[config.mk]
export PLATFORM = sky130hd
export DESIGN_NAME = if_id_pipeline_register
export DESIGN_NICKNAME = d
export VERILOG_FILES = /design/src/rtl/if_id_pipeline_register_pkg.sv /design/src/rtl/if_id_pipeline_register_delay_slot_fsm.sv /design/src/rtl/if_id_pipeline_register.sv
export SDC_FILE = /design/constraint.sdc
export NUM_CORES = 1
export LEC_CHECK = 0
export CAP_MARGIN = 15
export CORE_MARGIN = 1.5
export CORE_UTILIZATION = 61
export DETAILED_ROUTE_END_ITERATION = 8
export DONT_BUFFER_PORTS = 1
export GPL_TIMING_DRIVEN = 0
export PLACE_DENSITY = 0.77
export SLEW_MARGIN = 5
export SYNTH_ARGS = -nofsm -noshare
export SYNTH_HDL_FRONTEND = slang
export SYNTH_SLANG_ARGS = --single-unit
[constraint.sdc]
create_clock -name clk -period 1.9 [get_ports clk]
set_input_delay 0.19 -clock clk [delete_from_list [all_inputs] [get_ports clk]]
set_output_delay 0.19 -clock clk [all_outputs]
set_load 0.02 [all_outputs]
[src/rtl/if_id_pipeline_register_pkg.sv]
// Shared constants and types for the SPARC IF/ID pipeline register:
// bubble encoding, Bicc opcode fields, annul-bit index and delay-slot FSM states.
package if_id_pipeline_register_pkg;

  localparam logic [31:0] DEFAULT_NOP_WORD = 32'h0100_0000;  // sethi 0,%g0
  localparam logic [1:0]  OP_BRANCH        = 2'b00;
  localparam logic [2:0]  OP2_BICC         = 3'b010;
  localparam int          ANNUL_BIT        = 29;

  typedef enum logic [1:0] {
    RUN   = 2'd0,
    SLOT  = 2'd1,
    ANNUL = 2'd2
  } slot_state_t;

  function automatic logic is_bicc(input logic [31:0] instr);
    return (instr[31:30] == OP_BRANCH) && (instr[24:22] == OP2_BICC);
  endfunction

endpackage

[src/rtl/if_id_pipeline_register_delay_slot_fsm.sv]
// Delay-slot tracker: decides whether the next valid instruction entering ID is
// a plain, delay-slot or annulled-slot instruction, and registers ID_in_delay_slot.
module if_id_pipeline_register_delay_slot_fsm
  import if_id_pipeline_register_pkg::*;
(
  input  logic clk,
  input  logic i_reset,
  input  logic i_load_enable,
  input  logic i_flush,
  input  logic i_if_valid,
  input  logic i_branch_instr,
  input  logic i_annul_bit,
  input  logic i_branch_taken,
  input  logic i_branch_always,
  output logic o_annul_load,
  output logic o_in_delay_slot
);

  slot_state_t r_state;
  slot_state_t w_state_next;
  slot_state_t w_target;
  slot_state_t w_class;
  logic        r_in_delay_slot;

  // r_state is the slot class still owed to the next valid instruction; it only
  // leaves RUN when a bubble loads in place of the slot.
  always_ff @(posedge clk) begin
    if (i_reset) begin
      r_state         <= RUN;
      r_in_delay_slot <= 1'b0;
    end else begin
      r_state <= w_state_next;
      if (i_flush)
        r_in_delay_slot <= 1'b0;
      else if (i_load_enable)
        r_in_delay_slot <= i_if_valid && (w_class != RUN);
    end
  end

  always_comb begin
    w_target     = RUN;
    w_class      = RUN;
    w_state_next = r_state;
    o_annul_load = 1'b0;

    if (i_branch_instr)
      w_target = (i_annul_bit && (!i_branch_taken || i_branch_always)) ? ANNUL : SLOT;

    w_class = (r_state == RUN) ? w_target : r_state;

    if (i_flush)
      w_state_next = RUN;
    else if (i_load_enable)
      w_state_next = i_if_valid ? RUN : w_class;

    o_annul_load = i_if_valid && (w_class == ANNUL);
  end

  assign o_in_delay_slot = r_in_delay_slot;

endmodule

[src/rtl/if_id_pipeline_register.sv]
// IF/ID pipeline register with branch delay-slot annulment, stall and flush.
// Optional IF_ID_ANNUL_COUNT_EN adds a saturating annulled-slot counter output.
module if_id_pipeline_register
  import if_id_pipeline_register_pkg::*;
#(
  parameter logic [31:0] NOP_WORD = DEFAULT_NOP_WORD,
  parameter logic [31:0] PC_RESET = 32'h0000_0000
) (
  input  logic        clk,
  input  logic        reset,
  input  logic        load_enable,
  input  logic        flush,
  input  logic [31:0] IF_instr,
  input  logic [31:0] IF_pc,
  input  logic [31:0] IF_npc,
  input  logic        IF_valid,
  input  logic        branch_taken,
  input  logic        branch_always,
  output logic [31:0] ID_instr,
  output logic [31:0] ID_pc,
  output logic [31:0] ID_npc,
  output logic        ID_valid,
  output logic        ID_branch_instr,
  output logic        a,
  output logic        ID_in_delay_slot
`ifdef IF_ID_ANNUL_COUNT_EN
  ,
  output logic [15:0] annul_count
`endif
);

  logic [31:0] r_instr;
  logic [31:0] r_pc;
  logic [31:0] r_npc;
  logic        r_valid;
  logic        w_annul_load;
  logic        w_branch_instr;

  assign w_branch_instr = r_valid && is_bicc(r_instr);

  if_id_pipeline_register_delay_slot_fsm u_delay_slot_fsm (
    .clk             (clk),
    .i_reset         (reset),
    .i_load_enable   (load_enable),
    .i_flush         (flush),
    .i_if_valid      (IF_valid),
    .i_branch_instr  (w_branch_instr),
    .i_annul_bit     (r_instr[ANNUL_BIT]),
    .i_branch_taken  (branch_taken),
    .i_branch_always (branch_always),
    .o_annul_load    (w_annul_load),
    .o_in_delay_slot (ID_in_delay_slot)
  );

  // PC/nPC follow load_enable even during a flush so the bubble carries a sane PC.
  always_ff @(posedge clk) begin
    if (reset) begin
      r_instr <= NOP_WORD;
      r_pc    <= PC_RESET;
      r_npc   <= PC_RESET + 32'd4;
      r_valid <= 1'b0;
    end else begin
      if (load_enable) begin
        r_pc  <= IF_pc;
        r_npc <= IF_npc;
      end
      if (flush) begin
        r_instr <= NOP_WORD;
        r_valid <= 1'b0;
      end else if (load_enable) begin
        r_instr <= w_annul_load ? NOP_WORD : IF_instr;
        r_valid <= IF_valid && !w_annul_load;
      end
    end
  end

`ifdef IF_ID_ANNUL_COUNT_EN
  logic [15:0] r_annul_count;

  always_ff @(posedge clk) begin
    if (reset)
      r_annul_count <= 16'd0;
    else if (load_enable && !flush && w_annul_load && (r_annul_count != 16'hFFFF))
      r_annul_count <= r_annul_count + 16'd1;
  end

  assign annul_count = r_annul_count;
`endif

  assign ID_instr        = r_instr;
  assign ID_pc           = r_pc;
  assign ID_npc          = r_npc;
  assign ID_valid        = r_valid;
  assign ID_branch_instr = w_branch_instr;
  assign a               = w_branch_instr && r_instr[ANNUL_BIT];

endmodule

==> summary.txt <==
=========================================================================================
Status ..................................................................... complete, but fails checks
Violations in the final reports ............................................ setup timing
Sum of internal, switching and leakage power ...............................      4190 uW
Clock power share ..........................................................        0.325
Final global-route overflow total ..........................................            0
Area growth from synthesis to final layout .................................        35.6%
Worst-case register-to-register setup slack ................................     -0.35 ns
Diode count ................................................................            0
Root buffer selected by CTS ................................................     clkbuf_8
Critical register-to-register path endpoint ................................ ID_instr[23]$_SDFFE_PP0P_
Core region area ...........................................................   5510 sq um
Drt initial violations .....................................................           91
Average cell area after synthesis ..........................................   11.1 sq um
Clock tree from TritonCTS ..................................................        built
Count of buffers from port buffering .......................................            0
Wire length on met2 ........................................................      5.10 mm
Clock transition at the registers of the reported paths ....................      0.09 ns
Share of the synthesized area in compound gates (AO/OA/AOI/OAI) ............        0.106
Nets in the synthesized netlist ............................................          415
Total clock buffers created by CTS .........................................            9
Hold WC Path Type .......................................................... input pin to register
Ratio of cells with drive above 1 in the final layout ......................       0.0762
Area contributors post-synth ............................................... dfxtp_1 58%, mux2i_1 18%, a22o_1 7.3%, nor2_1 7.0%, buf_1 1.4%
Post-synthesis sequential area ratio .......................................        0.576
I/O Pins ...................................................................          203
Overall Global Routing Usage ...............................................        0.312
Total instance count after detailed placement ..............................          384
Critical Path Start Type ...................................................     register
Number of nets still failing antenna checks after routing ..................            0
Switching power as a share of total power ..................................        0.256
CP max FO ..................................................................            7
Final core utilization .....................................................        0.856
Required time of the critical path .........................................      2.15 ns
Synth Cell Area ............................................................   3470 sq um
Count of unique library cells instantiated by Yosys ........................           28
Area share of the largest cell type after synthesis ........................        0.576
Residual DRC ...............................................................            0
Main combinational cell family by area after synthesis ..................... multiplexers
Post-layout worst setup margin .............................................    -0.348 ns
Biggest area consumer among synthesized cells ..............................      dfxtp_1
Hold Crit Endpoint ......................................................... ID_npc[1]$_SDFFE_PP0P_
Pwr per Cell Area ..........................................................  890 nW/um^2
Sequential fraction of design power ........................................        0.574
Final routed wire length divided by cell count .............................      19.8 um
Synthesized-area fraction occupied by adder cells ..........................            0
Post-synthesis sequential element count ....................................          100
Total half-perimeter wirelength after legalization and detailed placement ..      5.43 mm
Slew at the pin closest to its max-slew limit ..............................     0.730 ns
Post-placement setup slack .................................................    -0.266 ns
Synth Instances ............................................................          312
Horizontal die dimension ...................................................      78.5 um
Vertical die dimension .....................................................      78.5 um
Leakage power of the design ................................................   0.00201 uW
Number of hold-slack violations in the final timing report .................            0
EDFF count, synth ..........................................................            0
Area occupied by multi-input gates .........................................   1360 sq um
Total Die Area .............................................................   6160 sq um
First-pass GRT wire length .................................................      14.3 mm
CP max stage cell ..........................................................       or4b_4
Post-route met1 wirelength .................................................      3.43 mm
Synth Warn # ...............................................................            0
Data arrival at the endpoint of the critical path ..........................      2.50 ns
Placer congestion estimate .................................................        0.775
Sequential cell area .......................................................   2010 sq um
H-tree levels ..............................................................            3
Final-report setup violation count .........................................           34
Clock latency on the worst-skew pair .......................................      0.36 ns
CP Capture Type ............................................................     register
Number of stages on the worst hold path ....................................            2
Drt pass-1 iters ...........................................................            4
Xor/xnor cell area share of the yosys netlist ..............................            0
Number of buffers between clock root and the deepest sink ..................            2
Synth Flop Type ............................................................      dfxtp_1
Pin count of the biggest net entering global routing .......................           16
Initial antenna violation count ............................................            0
Number of core rows ........................................................           27
Simple-gate portion of the synthesized area ................................        0.100
Clk_skew ...................................................................    0.0107 ns
Worst reg2reg path startpoint .............................................. ID_instr[31]$_SDFFE_PP0P_
Total negative slack .......................................................    -10.27 ns
Peak ir drop on the vdd network ............................................       637 uV
Final slew viol count ......................................................            0
Hold_sp ....................................................................    IF_npc[1]
Period utilization .........................................................         1.18
Mux share of post-synthesis cell area ......................................        0.181
Int Power ..................................................................      3120 uW
Uppermost metal layer occupied by signal nets ..............................         met4
Routed via count ...........................................................         2812
CP Cell Sequence ........................................................... or4b_4, nor3_4, a41oi_4, buf_4, a22o_1
Leading cell types by count after synthesis ................................ 100 x dfxtp_1, 65 x nor2_1, 63 x mux2i_1, 29 x a22o_1, 13 x buf_1
Final-layout fill cell count ...............................................          273
Category of the most critical setup path ................................... register to register
Proportion of register bits with asynchronous set or reset after synthesis .            0
Mean number of vias per cell ...............................................         5.72
Via count of the first global-routing pass .................................         2811
Unrepaired setup endpoints after global routing ............................          yes
Length in cells of the worst reg-to-reg path ...............................            5
Tightest slew margin relative to the limit .................................        0.510
Starting Density ...........................................................        0.631
Fraction of power consumed by combinational cells ..........................        0.101
Most frequently used cell type in the post-synthesis netlist ...............      dfxtp_1
Number of max-cap violations ...............................................            0
Final std cells w/o fill ...................................................          492
Number of nets in the final layout .........................................          519
Detailed-route wire length .................................................      9.75 mm
Net switching power ........................................................      1070 uW
Post-layout minimum cycle time .............................................      2.25 ns
Total met3 wirelength after detailed routing ...............................       877 um
Sink Count .................................................................          100
Max stage delay on crit path ...............................................      0.56 ns
Achievable clock frequency .................................................    0.445 GHz
=========================================================================================
==> cell type report <==
type | count | area share
Inverter | 5 | 0.00398
Clock inverter | 3 | 0.00982
Clock buffer | 12 | 0.0329
Sequential cell | 100 | 0.426
Buffer | 22 | 0.0231
Timing Repair Buffer | 93 | 0.197
Multi-Input combinational cell | 185 | 0.288
Tap cell | 72 | 0.0191
==> layout by cell type, fill, tap and decap left out, types with 2 or more instances in the layout <==
cell type	instances
a22o_1	29
buf_1	13
buf_4	3
buf_6	5
clkbuf_1	6
clkbuf_8	11
dfxtp_1	97
dfxtp_2	2
dlygate4sd3_1	89
inv_1	5
mux2i_1	63
nand2_1	2
nand3_1	3
nand3b_1	2
nor2_1	65
nor3_1	2
o21ai_0	3
==> per-layer routing <==
layer | global-route usage | vias up
met5 | 0 | -
met4 | 0.170 | 0
met3 | 0.110 | 36
met2 | 0.549 | 182
met1 | 0.322 | 1304
li1 | - | 1290
==> cells by family (layout without fill, tap and decap cells) <==
family | after synthesis | count (layout)
and+or+nand+nor | 80 | 80
DFF | 100 | 100
muxes | 63 | 63
AOI/OAI and AO/OA | 42 | 42
buffers and inverters | 27 | 135
==> state kept, by name, summed over array words and instances, names as in the netlist <==
register                          cells
ID_instr                             32
ID_valid                              1
ID_npc                               32
ID_pc                                32
u_delay_slot_fsm.r_state              2
u_delay_slot_fsm.o_in_delay_slot      1
==> stage by stage <==
| step | hold WS, ns | cell area, sq um |
|---|---|---|
| final | 0.00212 | 4710 |
| after CTS | 0.000275 | 4660 |
| after global placement | 0.314 | 3570 |
| after floorplan | 0.312 | 3480 |
| after global routing | 0.00457 | 4710 |
| after detailed placement | 0.319 | 3570 |
==> what timing repair did <==
| action | in CTS | in global routing |
|---|---|---|
| setup endpoints to repair | 34 | 35 |
| cloned | 1 | 1 |
| hold buffers | 88 | 1 |
| resized for setup | 2 | 5 |
| pin swaps | 0 | 9 |
| setup buffers | 0 | 2 |
| hold endpoints to repair | 87 | 1 |
==> worst max-delay path by stage <==
stage                              startpoint                   endpoint  cells past startpoint
CTS                 ID_instr[31]$_SDFFE_PP0P_                          a                      3
global placement    ID_instr[31]$_SDFFE_PP0P_  ID_instr[13]$_SDFFE_PP0P_                      5
finish              ID_instr[31]$_SDFFE_PP0P_  ID_instr[23]$_SDFFE_PP0P_                      5
global route        ID_instr[31]$_SDFFE_PP0P_   ID_instr[4]$_SDFFE_PP0P_                      5
detailed placement  ID_instr[31]$_SDFFE_PP0P_   ID_instr[8]$_SDFFE_PP0P_                      5
floorplan           ID_instr[31]$_SDFFE_PP0P_  ID_instr[31]$_SDFFE_PP0P_                      5
==> power groups by stage <==
stage | clock network (uW) | registers (uW) | logic, uW
detailed placement | 0 | 2450 | 247
global placement | 0 | 2450 | 239
CTS | 1370 | 2400 | 397
finish | 1360 | 2410 | 425
global route | 1470 | 2420 | 454
floorplan | 0 | 2420 | 210
==> worst max-delay path: cells and delay by family (launching register included) <==
kind | cells | cell delay, ns
buffers and inverters | 1 | 0.23
flip-flops | 1 | 0.39
AND/OR/NAND/NOR | 2 | 1.00
AO/OA/AOI/OAI | 2 | 0.52
Note: power is estimated with default switching activity, not from simulation.
